--- src/rtl/hazard_unit.sv ---
// hazard_unit: pipeline stall/flush/forward controller with data-memory wait watchdog.
// Optional HAZARD_PERF_EN builds the stall-cycle and branch-flush performance counters.
module hazard_unit #(
  parameter int MEM_TIMEOUT = 64
) (
  input  logic        clk,
  input  logic        rst,
  input  logic [4:0]  d_rs,
  input  logic [4:0]  d_rt,
  input  logic        d_uses_rs,
  input  logic        d_uses_rt,
  input  logic [4:0]  e_rs,
  input  logic [4:0]  e_rt,
  input  logic [4:0]  e_rf_wa,
  input  logic [4:0]  m_rf_wa,
  input  logic [4:0]  w_rf_wa,
  input  logic        e_rf_we,
  input  logic        m_rf_we,
  input  logic        w_rf_we,
  input  logic        e_is_load,
  input  logic        m_branch_taken,
  input  logic        m_dmem_access,
  input  logic        dmem_ready,
  output logic        f_stall,
  output logic        d_stall,
  output logic        e_stall,
  output logic        m_stall,
  output logic        d_flush,
  output logic        e_flush,
  output logic        m_flush,
  output logic        w_flush,
  output logic [1:0]  fwd_a,
  output logic [1:0]  fwd_b,
  output logic        mem_timeout,
  output logic [31:0] perf_stall_cycles,
  output logic [31:0] perf_flushes
);
  typedef enum logic {RUN, MEM_WAIT} state_e;
  state_e      st_q, st_d;
  logic        rst_q;
  logic [15:0] wdog_q, wdog_d;
  logic [16:0] wdog_inc;
  logic        tmo_q, tmo_d;
  logic        mem_wait, br, lu;
  // rst_q forces every output quiet for the cycle after reset is sampled
  assign mem_wait = !rst_q && m_dmem_access && !dmem_ready;
  assign br = !rst_q && !mem_wait && m_branch_taken;
  assign lu = !rst_q && !mem_wait && !m_branch_taken && e_is_load && e_rf_we && e_rf_wa != 5'd0 &&
              ((d_uses_rs && d_rs == e_rf_wa) || (d_uses_rt && d_rt == e_rf_wa));
  function automatic logic [1:0] fwd_sel(input logic [4:0] rs);
    return (m_rf_we && m_rf_wa != 5'd0 && m_rf_wa == rs) ? 2'b01 :
           (w_rf_we && w_rf_wa != 5'd0 && w_rf_wa == rs) ? 2'b10 : 2'b00;
  endfunction
  assign f_stall = mem_wait | lu;
  assign d_stall = mem_wait | lu;
  assign e_stall = mem_wait;
  assign m_stall = mem_wait;
  assign d_flush = br;
  assign e_flush = br | lu;
  assign m_flush = br;
  assign w_flush = mem_wait;
  assign fwd_a = rst_q ? 2'b00 : fwd_sel(e_rs);
  assign fwd_b = rst_q ? 2'b00 : fwd_sel(e_rt);
  assign mem_timeout = tmo_q;
  assign wdog_inc = {1'b0, st_q == MEM_WAIT ? wdog_q : 16'd0} + 17'd1;
  always_comb begin
    st_d = mem_wait ? MEM_WAIT : RUN;
    wdog_d = mem_wait ? (wdog_inc[16] ? 16'hFFFF : wdog_inc[15:0]) : 16'd0;
    tmo_d = tmo_q | (mem_wait && wdog_inc >= 17'(MEM_TIMEOUT));
  end
  always_ff @(posedge clk) begin
    rst_q <= rst;
    if (rst) begin
      st_q <= RUN;
      wdog_q <= 16'd0;
      tmo_q <= 1'b0;
    end else begin
      st_q <= st_d;
      wdog_q <= wdog_d;
      tmo_q <= tmo_d;
    end
  end
`ifdef HAZARD_PERF_EN
  logic [31:0] pstall_q, pflush_q;
  always_ff @(posedge clk) begin
    if (rst) begin
      pstall_q <= 32'd0;
      pflush_q <= 32'd0;
    end else begin
      pstall_q <= pstall_q + {31'd0, f_stall | d_stall | e_stall | m_stall};
      pflush_q <= pflush_q + {31'd0, br};
    end
  end
  assign perf_stall_cycles = pstall_q;
  assign perf_flushes = pflush_q;
`else
  assign perf_stall_cycles = 32'd0;
  assign perf_flushes = 32'd0;
`endif
endmodule

--- config.mk ---
export PLATFORM = sky130hd
export DESIGN_NAME = hazard_unit
export DESIGN_NICKNAME = d
export VERILOG_FILES = /design/src/rtl/hazard_unit.sv
export SDC_FILE = /design/constraint.sdc
export NUM_CORES = 1
export LEC_CHECK = 0
export ABC_CLOCK_PERIOD_IN_PS = 3200
export BUFFER_PORTS_ARGS = -buffer_cell sky130_fd_sc_hd__buf_2
export CAP_MARGIN = 10
export CORE_ASPECT_RATIO = 0.6
export CORE_MARGIN = 8
export CORE_UTILIZATION = 30
export DETAILED_ROUTE_END_ITERATION = 10
export PLACE_DENSITY_LB_ADDON = 0.25
export SETUP_SLACK_MARGIN = 0.1
export SKIP_LAST_GASP = 1
export SLEW_MARGIN = 25
export SYNTH_ARGS = -nofsm -noshare
export SYNTH_HDL_FRONTEND = slang
export SYNTH_SLANG_ARGS = --single-unit
export TNS_END_PERCENT = 5
--- constraint.sdc ---
create_clock -name clk -period 3.2 [get_ports clk]
set_input_delay 0.8 -clock clk [delete_from_list [all_inputs] [get_ports clk]]
set_output_delay 0.8 -clock clk [all_outputs]
set_load 0.03 [all_outputs]
After elaboration in Yosys (flattened, before gate mapping). Index checks and enable logic that the tools add are counted. Widths: inputs -> output; s select.

Bitwise gates (word level): 4. Add/subtract/negate cells: 1. Reductions and logical operators: 27. Mux-type cells: 9. Equality and inequality tests: 6. Magnitude comparators: 1.

Operators with widths (count): $mux 16 (2); $eq 5x5->1 (6); $logic_and 1x1->1 (18); $add 16x1->17 const B (1); $ge 17x7->1 const B (1); $reduce_bool 5->1 (3); $mux 2 (6); $logic_not 1->1 (4); $or 1x1->1 (3); $reduce_or 2->1 (1); $logic_or 1x1->1 (1); $mux 1 (1); $not 1->1 (1).

Flip-flop bits (word level): 19. Logic and storage cells: 52. Output and inout port bits: 77. Input port bits: 46.

Longest topological paths before layout. Gate-level depths: netlist of run 1.

Word-level depth: 11. Mapped depth: 9. Gate-level depth less buffers: 7.

Worst setup path before layout of run 1. Ideal clock, no wire load.

Path type: in2out. Start: input m_rf_wa[1]. End: output fwd_a[1]. Required time: 2400 ps. Arrival time: 2715 ps. Slack: -315 ps. Buffers on the path: 0. Stages on the path: 4. Cell sequence: or4_1 > o21ai_0 > nor3_1 > nor4_1.

Longest elaborated chain between the ends: 5. Elaborated cells between the ends (all ways): 6.

Ends and longest elaborated chain: start, declared (line 15) `input logic [4:0] m_rf_wa,`; $reduce_bool 5->1 (line 51) `return (m_rf_we && m_rf_wa != 5'd0 && m_rf_wa == rs) ? 2'b01 :`; $logic_and 1x1->1 (line 51); $logic_and 1x1->1 (*) (line 51); $mux 2 (*) (line 51); $mux 2 (*) (line 62) `assign fwd_a = rst_q ? 2'b00 : fwd_sel(e_rs);`; end, declared (line 32) `output logic [1:0] fwd_a,`.

Mark *: on every way between the ends. The rest lies on a longest branch, timed or not.

Final worst setup path of run 1.
Start: input m_rf_wa[1]. End: output fwd_b[1].

Longest elaborated chain between the ends: 5. Elaborated cells between the ends (all ways): 6.

Ends and longest elaborated chain: $reduce_bool 5->1 (line 51); $logic_and 1x1->1 (line 51); $logic_and 1x1->1 (*) (line 51); $mux 2 (*) (line 51); $mux 2 (*) (line 63) `assign fwd_b = rst_q ? 2'b00 : fwd_sel(e_rt);`; end, declared (line 33) `output logic [1:0] fwd_b,`.

Marks and branches as above.

==> results of run 1 <==
==> placed cells by master, fill, tap and decap left out, types with 2 or more instances in the layout <==
| cell type | n |
|---|---|
| and2_1 | 3 |
| xnor2_1 | 17 |
| o21ai_0 | 3 |
| dfxtp_1 | 19 |
| o31a_1 | 2 |
| a221o_1 | 2 |
| or4_1 | 3 |
| buf_4 | 5 |
| inv_1 | 4 |
| buf_2 | 56 |
| a41oi_1 | 2 |
| a21oi_1 | 14 |
| nand3_1 | 10 |
| nand2_1 | 24 |
| conb_1 | 64 |
| o21a_1 | 3 |
| or4_4 | 2 |
| clkbuf_8 | 3 |
| nor4_2 | 2 |
| nor4_1 | 9 |
| xor2_1 | 27 |
| nand4_1 | 3 |
| nand2b_1 | 4 |
| nor3_1 | 5 |
| nor2_1 | 9 |
| ha_1 | 2 |
==> through the flow <==
stage | util [%] | power, mW | setup slack [ns]
floorplan | - | 0.460 | 0.00156
global placement | 32.8 | 0.453 | 0.119
detailed placement | 32.8 | 0.452 | 0.108
CTS | 33.4 | 0.623 | 0.105
global route | 33.6 | 0.652 | 0.0920
finish | 33.6 | 0.619 | 0.164
==> cell usage after synthesis, types with 2 or more instances <==
master    instances
a221o_1           2
ha_1              2
clkbuf_1          7
or4_1             4
nor2_1            9
nor4_1           11
a41oi_1           2
o21a_1            3
nand2b_1          4
nand4_1           3
nor3_1            5
a21oi_1          14
and2_1            3
xor2_1           27
dfxtp_1          19
o31a_1            2
inv_1             4
nand2_1          24
buf_4            68
o21ai_0           4
xnor2_1          17
nand3_1          10
==> routing by layer <==
metal | GRT usage [%] | vias up | wire [µm]
li1 | - | 855 | -
met5 | 0 | - | 0
met1 | 14.1 | 757 | 2410
met2 | 14.7 | 58 | 2480
met3 | 2.26 | 2 | 403
met4 | 1.47 | 0 | 30
==> state kept, by name (all words and copies together) (netlist names) <==
name / flops
wdog_q: 16
mem_timeout: 1
rst_q: 1
st_q: 1
==> power breakdown <==
| group | total, mW | switching [mW] | internal [mW] |
|---|---|---|---|
| Clock | 0.168 | 0.0798 | 0.0885 |
| Sequential | 0.240 | 0.00187 | 0.238 |
| Combinational | 0.211 | 0.160 | 0.0513 |
==> final cells by class <==
cell class	instances	area (µm²)	share of cell area [%]
Multi-Input combinational cell	224	1350	60.9
Sequential cell	19	380	17.2
Timing Repair Buffer	61	318	14.3
Tap cell	87	109	4.91
Clock buffer	4	45.0	2.03
Inverter	4	15.0	0.678
==> cell families after synthesis <==
kind of cell | after synthesis
AND/OR/NAND/NOR | 83
AO/OA/AOI/OAI | 31
adder cells (fa/ha/maj) | 2
other | 1
flip-flops | 19
buffers and inverters | 80
XOR/XNOR | 44
==> worst paths after layout <==
| kind | slack (ns) | depth (start not counted) | end |
|---|---|---|---|
| worst max-delay path | 0.16 | 7 | fwd_b[1] |
| worst max register to register | 0.71 | 7 | mem_timeout |
| worst min-delay path | 0.58 | 2 | mem_timeout |
| worst min register to register | 0.58 | 2 | mem_timeout |
==> critical path: stages <==
cell and delay, ns:
buf_2 0.13, or4_4 0.53, o21ai_2 0.12, buf_4 0.13, nor3_1 0.07, nor4_2 0.26
buf_4 0.20
==> timing repair <==
item                                    4_1_cts  5_1_grt
resized for setup                             0        7
endpoints found under the setup margin        0        2
buffers inserted                              0        0
endpoints found under the hold margin         0        0
==> flow_summary.json, run 1 <==
{
  "vias_per_cell": 4.19,
  "fin_hold_ws_ns": 0.583,
  "crit_path_max_fanout": 4,
  "grt_pass1_vias": 1520,
  "crit_start": "m_rf_wa[1]",
  "slew_violations": 0,
  "fin_setup_tns_ns": 0,
  "cts_tree": "yes",
  "num_rows": 23,
  "drcViolationCount": 0,
  "cts_hold_buf": 0,
  "clock_path_buffers": 2,
  "antenna_found_initial": 0,
  "peakVddDrop_mv": 0.136,
  "n_fill_cell": 720,
  "max_cap_violations": 0,
  "drt_first_pass_iters": 4,
  "yosysWarnings": 0,
  "diodes": 0,
  "hold_path.class": "reg2reg",
  "drive_gt1_share_pct": 23.4,
  "ys_async_sr_fraction_pct": 0,
  "synth_seq_cells": 19,
  "worst_pin_slew_ns": 0.684,
  "rsz0062_at_grt": "yes",
  "synth-compound-area-share_pct": 10.7,
  "root_buffer": "clkbuf_8",
  "critical_path_class": "in2out",
  "dp.cells": 395,
  "core-area_um2": 6590,
  "r2r-start": "wdog_q[0]",
  "synth.cell_area_um2": 2020,
  "yosysTopAreaCellShare_pct": 25.2,
  "port_buffers": 58,
  "drt_wl_total_um": 5320,
  "synthXorXnorAreaFrac_pct": 19.0,
  "relSlewSlack_pct": 54.0,
  "die_w_um": 122,
  "synth_cell_type_count": 38,
  "ctsHtreeMaxLevel": 1,
  "cts_made_buffers": 3,
  "grt_overflow_total": 0,
  "start_kind": "primary input",
  "grt_max_degree": 16,
  "synth-adder-area-share_pct": 1.24,
  "finClkSkew_ns": 0.00653,
  "fmax_ghz": 0.329,
  "required_ns": 2.40,
  "hold_viol_final": 0,
  "vias": 1672,
  "place_area_um2": 2160,
  "yosysSeqAreaShare_pct": 18.8,
  "yosys.area_share.simple_pct": 22.6,
  "synth_area_leaders": "buf_4 (25%), dfxtp_1 (19%), xor2_1 (12%)",
  "synth_area_leader_cell": "buf_4",
  "synth_top_family_by_area": "buffers and inverters",
  "critPathCaptureType": "output pin",
  "syn2layout_area_growth_pct": 9.52,
  "gp_congestion": 0.840,
  "postSynthAreaPerCell_um2": 7.78,
  "synth_mux_area_share_pct": 0,
  "cp.arrival_ns": 2.24,
  "power_density_nw_per_um2": 279,
  "io_pins": 123,
  "setup_viol": 0,
  "final_nets": 361,
  "finalNonFillerCells": 399,
  "grt_use_total_pct": 9.80,
  "cts_sinks": 19,
  "hold_start": "mem_timeout",
  "drtAntennaViolNets": 0,
  "dp_hpwl_um": 4610,
  "p_leak_nw": 1.02,
  "final.min_clock_period_ns": 3.04,
  "synth_ff_type": "dfxtp_1",
  "synth-edff-count": 0,
  "dieArea_um2": 9710,
  "path_clk_slew_ns": 0.07,
  "fp.dieH_um": 79.6,
  "drtIter0Drc": 99,
  "initial_core_util_pct": 30.7,
  "design_area_um2": 2220,
  "wl_per_cell_um": 13.3,
  "grt_pass1_wl_um": 7800,
  "syn_inst": 260,
  "clk_latency_ns": 0.26,
  "post-route-period-util_pct": 94.9,
  "status": "completed"
}
No activity file was read; power rests on OpenSTA's default activity.
==> run 2, diff against run 1 <==
PLACE_DENSITY = 0.66   (was default)
PLACE_DENSITY_LB_ADDON = default   (was 0.25)
==> run 2 against run 1 <==
  * Die area did not move
  * Critical path type unchanged
  * Count of clock-buffer cells in the layout did not move
  * Largest power group unchanged
  * Routed wire length fell by 2.6%
==> flow_summary.json, run 2 (synthesis gave the netlist of run 1 again) <==
{
  "gp_congestion": 0.854,
  "dp.cells": 395,
  "crit_chain": "buf_2 -> or4_1 -> o21ai_2 -> nor3_1 -> nor4_2 -> buf_4",
  "largest_reg_flops": 16,
  "root_buffer": "clkbuf_8",
  "cp_top_family": "simple AND/OR/NAND/NOR gates",
  "cts_hold_buf": 0,
  "hold_path.class": "reg2reg",
  "cts_tree": "yes",
  "setup_viol": 0,
  "grt_overflow_total": 0,
  "max_cap_violations": 0,
  "grt_pass1_wl_um": 8020,
  "drt_wl_total_um": 5180,
  "ctsHtreeMaxLevel": 1,
  "vias": 1683,
  "initial_core_util_pct": 30.7,
  "cpPeakStageDelay_ns": 0.55,
  "fp.dieH_um": 79.6,
  "vias_per_cell": 4.22,
  "final_core_utilization_pct": 33.6,
  "postCtsSetupBuffers": 0,
  "r2r-start": "st_q",
  "grt_use_total_pct": 9.84,
  "final_cell_mix": "conb_1 (64), buf_2 (56), xor2_1 (27)",
  "fin_setup_tns_ns": 0,
  "status": "completed",
  "cts_sinks": 19,
  "drcViolationCount": 0,
  "n_fill_cell": 709,
  "die_w_um": 122,
  "p_leak_nw": 1.02,
  "io_pins": 123,
  "cts_made_buffers": 3,
  "drive_gt1_share_pct": 23.4,
  "rsz0062_at_grt": "yes",
  "start_kind": "primary input",
  "syn2layout_area_growth_pct": 9.52,
  "crit_start": "m_rf_wa[1]",
  "critical_path_class": "in2out",
  "grt_max_degree": 16,
  "top_register": "wdog_q",
  "power_density_nw_per_um2": 281,
  "antenna_found_initial": 0,
  "post-route-period-util_pct": 94.1,
  "num_rows": 23,
  "port_buffers": 58,
  "clock_path_buffers": 2,
  "final.min_clock_period_ns": 3.01,
  "peakVddDrop_mv": 0.120,
  "critical_path_buf_inv_count": 2,
  "finClkSkew_ns": 0.00626,
  "fmax_ghz": 0.332,
  "worst_pin_slew_ns": 0.640,
  "finalNonFillerCells": 399,
  "hold_start": "mem_timeout",
  "final_nets": 361,
  "diodes": 0,
  "clk_latency_ns": 0.26,
  "slew_violations": 0,
  "dieArea_um2": 9710,
  "hold_viol_final": 0,
  "drtAntennaViolNets": 0,
  "relSlewSlack_pct": 57.3,
  "wl_per_cell_um": 13.0,
  "grt_pass1_vias": 1639,
  "final_common_cell": "conb_1",
  "dp_hpwl_um": 4430,
  "worst_path_max_delay_cell": "or4_1",
  "path_clk_slew_ns": 0.08,
  "critPathCaptureType": "output pin",
  "core-area_um2": 6590,
  "crit_path_max_fanout": 3,
  "drtIter0Drc": 100,
  "required_ns": 2.40,
  "drt_first_pass_iters": 4,
  "cp.arrival_ns": 2.21
}
==> run 2: cell counts in the layout (fill, tap and decap cells not counted) <==
No cell type changed its count.
==> run 2: report_power, final <==
part	total (mW)	switching [mW]	internal [mW]
Combinational	0.212	0.160	0.0513
Clock	0.171	0.0826	0.0886
Sequential	0.239	0.00166	0.238
Total	0.622	0.245	0.378
==> run 2: per-layer routing <==
metal,vias up,global-route usage (%),wire length [µm]
met3,2,1.69,270
li1,858,-,-
met2,49,16.3,2730
met4,0,1.84,27
met5,-,0,0
met1,774,13.1,2150
==> run 2: metrics by stage <==
step | hold slack [ns] | setup WS (ns) | area, µm² | power (mW)
6_report | 0.571 | 0.188 | 2220 | 0.622
3_3_place_gp | 0.558 | 0.0573 | 2160 | 0.451
3_5_place_dp | 0.553 | 0.0310 | 2160 | 0.451
2_1_floorplan | 0.526 | 0.00156 | 2280 | 0.460
5_1_grt | 0.617 | 0.0989 | 2220 | 0.654
4_1_cts | 0.570 | 0.122 | 2200 | 0.623
==> run 2: area by class of cell <==
class	instances	area (µm²)	share of cell area (%)
Clock buffer	4	45.0	2.03
Inverter	4	15.0	0.678
Multi-Input combinational cell	224	1350	60.9
Sequential cell	19	380	17.2
Tap cell	87	109	4.91
Timing Repair Buffer	61	318	14.3
==> run 2: tightest hold or removal path: stages, from the launching register on <==
cell and delay (ns):
dfxtp_1 0.34, o21bai_1 0.15, a41oi_1 0.04
==> run 2: path summary, 6_finish.rpt <==
path                               endpoint  slack, ns  cells after the start
worst min-delay path            mem_timeout       0.57                      2
worst max-delay path               fwd_b[1]       0.19                      6
worst min register to register  mem_timeout       0.57                      2
worst max register to register  mem_timeout       0.68                      7
==> run 2: what timing repair did <==
item	4_1_cts	5_1_grt
pin swaps	0	2
resized for setup	1	6
endpoints found under the hold margin	0	0
endpoints found under the setup margin	2	2
==> run 3, diff against run 2 <==
PLACE_DENSITY = 0.59   (was 0.66)
==> run 3 against run 2 <==
  * Sequential cell count stayed put
  * Maximum frequency shrank 1.2%
  * Global-route usage shrank 0.53 points
  * Largest cell class unchanged
  * Largest power group unchanged
  * Highest routed layer unchanged
==> flow_summary.json, run 3 (synthesis gave the netlist of run 1 again) <==
{
  "grt_pass1_wl_um": 7530,
  "vias": 1676,
  "post-route-period-util_pct": 95.3,
  "status": "completed",
  "clock_path_buffers": 2,
  "clk_latency_ns": 0.26,
  "wl_per_cell_um": 12.9,
  "grt_pass1_vias": 1507,
  "setup_viol": 0,
  "fmax_ghz": 0.328,
  "path_clk_slew_ns": 0.07,
  "final_cell_mix": "conb_1 (64), buf_2 (57), xor2_1 (27)",
  "rsz0062_at_grt": "yes",
  "antenna_found_initial": 0,
  "diodes": 0,
  "die_w_um": 122,
  "core-area_um2": 6590,
  "cts_tree": "yes",
  "p_leak_nw": 1.01,
  "fin_setup_tns_ns": 0,
  "crit_path_max_fanout": 4,
  "dieArea_um2": 9710,
  "n_fill_cell": 720,
  "max_cap_violations": 0,
  "dp_hpwl_um": 4420,
  "critPathCaptureType": "output pin",
  "gp_congestion": 0.827,
  "wl_met3_um": 304,
  "port_buffers": 58,
  "relSlewSlack_pct": 56.3,
  "drtIter0Drc": 89,
  "initial_core_util_pct": 30.7,
  "drive_gt1_share_pct": 22.5,
  "final_common_cell": "conb_1",
  "fin_hold_ws_ns": 0.495,
  "root_buffer": "clkbuf_8",
  "top_register": "wdog_q",
  "worst_pin_slew_ns": 0.649,
  "cp.arrival_ns": 2.25,
  "final_nets": 360,
  "critical_path_class": "in2out",
  "required_ns": 2.40,
  "met1Wirelength_um": 2240,
  "final_core_utilization_pct": 33.4,
  "dr.max_layer_used": "met4",
  "total_power_mw": 0.618,
  "place_ws_ns": 0.112,
  "grt_overflow_total": 0,
  "syn2layout_area_growth_pct": 8.66,
  "largest_reg_flops": 16,
  "finClkSkew_ns": 0.00761,
  "finalWorstSetupSlack_ns": 0.151,
  "drt_first_pass_iters": 5,
  "grt_use_total_pct": 9.30,
  "hold_path.class": "reg2reg",
  "grt_max_degree": 20,
  "peakVddDrop_mv": 0.254,
  "ctsHtreeMaxLevel": 1,
  "final.min_clock_period_ns": 3.05,
  "num_rows": 23,
  "start_kind": "primary input",
  "slew_violations": 0,
  "met2RoutedLength_um": 2600,
  "power_density_nw_per_um2": 281,
  "fp.dieH_um": 79.6,
  "hold_viol_final": 0,
  "drtAntennaViolNets": 0,
  "vias_per_cell": 4.21,
  "cts_made_buffers": 3,
  "drcViolationCount": 0,
  "postCtsSetupBuffers": 0,
  "drt_wl_total_um": 5150,
  "cts_sinks": 19,
  "io_pins": 123
}
[run 3: final timing paths]
check / start / end / slack, ns / cells past startpoint
setup / recovery: m_rf_wa[1] / fwd_b[1] / 0.15 / 7
hold / removal: st_q / wdog_q[3] / 0.50 / 2
hold reg to reg: st_q / wdog_q[3] / 0.50 / 2
setup reg to reg: st_q / mem_timeout / 0.72 / 7
[run 3: cell type report]
class | count | area [µm²] | share of cell area, %
multi-input combinational | 224 | 1340 | 61.0
sequential | 19 | 380 | 17.3
timing repair buffer | 60 | 308 | 14.0
tap | 87 | 109 | 4.95
clock buffer | 4 | 45.0 | 2.05
inverter | 4 | 15.0 | 0.683
[run 3: critical path, cell delays in order]
cell and delay (ns):
buf_2 0.12, or4_1 0.52, o21ai_1 0.13, buf_4 0.14
nor3_1 0.06, nor4_2 0.24, buf_2 0.23
[run 3: stage by stage]
step / cell area [µm²] / instances
6_report: 2200 / 398
5_1_grt: 2200 / 398
4_1_cts: 2200 / 398
3_5_place_dp: 2150 / 394
3_3_place_gp: 2150 / 394
2_1_floorplan: 2280 / 323
[run 3: layer usage]
layer | vias up | global-route usage [%]
met5 | - | 0
met4 | 0 | 0.367
met3 | 2 | 2.40
met2 | 37 | 15.2
met1 | 779 | 12.6
li1 | 858 | -
[run 3: repair_timing]
item	in CTS	in global routing
setup endpoints to repair	0	2
resized for setup	0	3
hold buffers	0	0
[run 3: report_power, final]
part | switching, mW | total (mW) | internal (mW)
sequential | 0.00165 | 0.239 | 0.238
clock | 0.0810 | 0.170 | 0.0886
combinational | 0.159 | 0.209 | 0.0504
total | 0.241 | 0.618 | 0.377
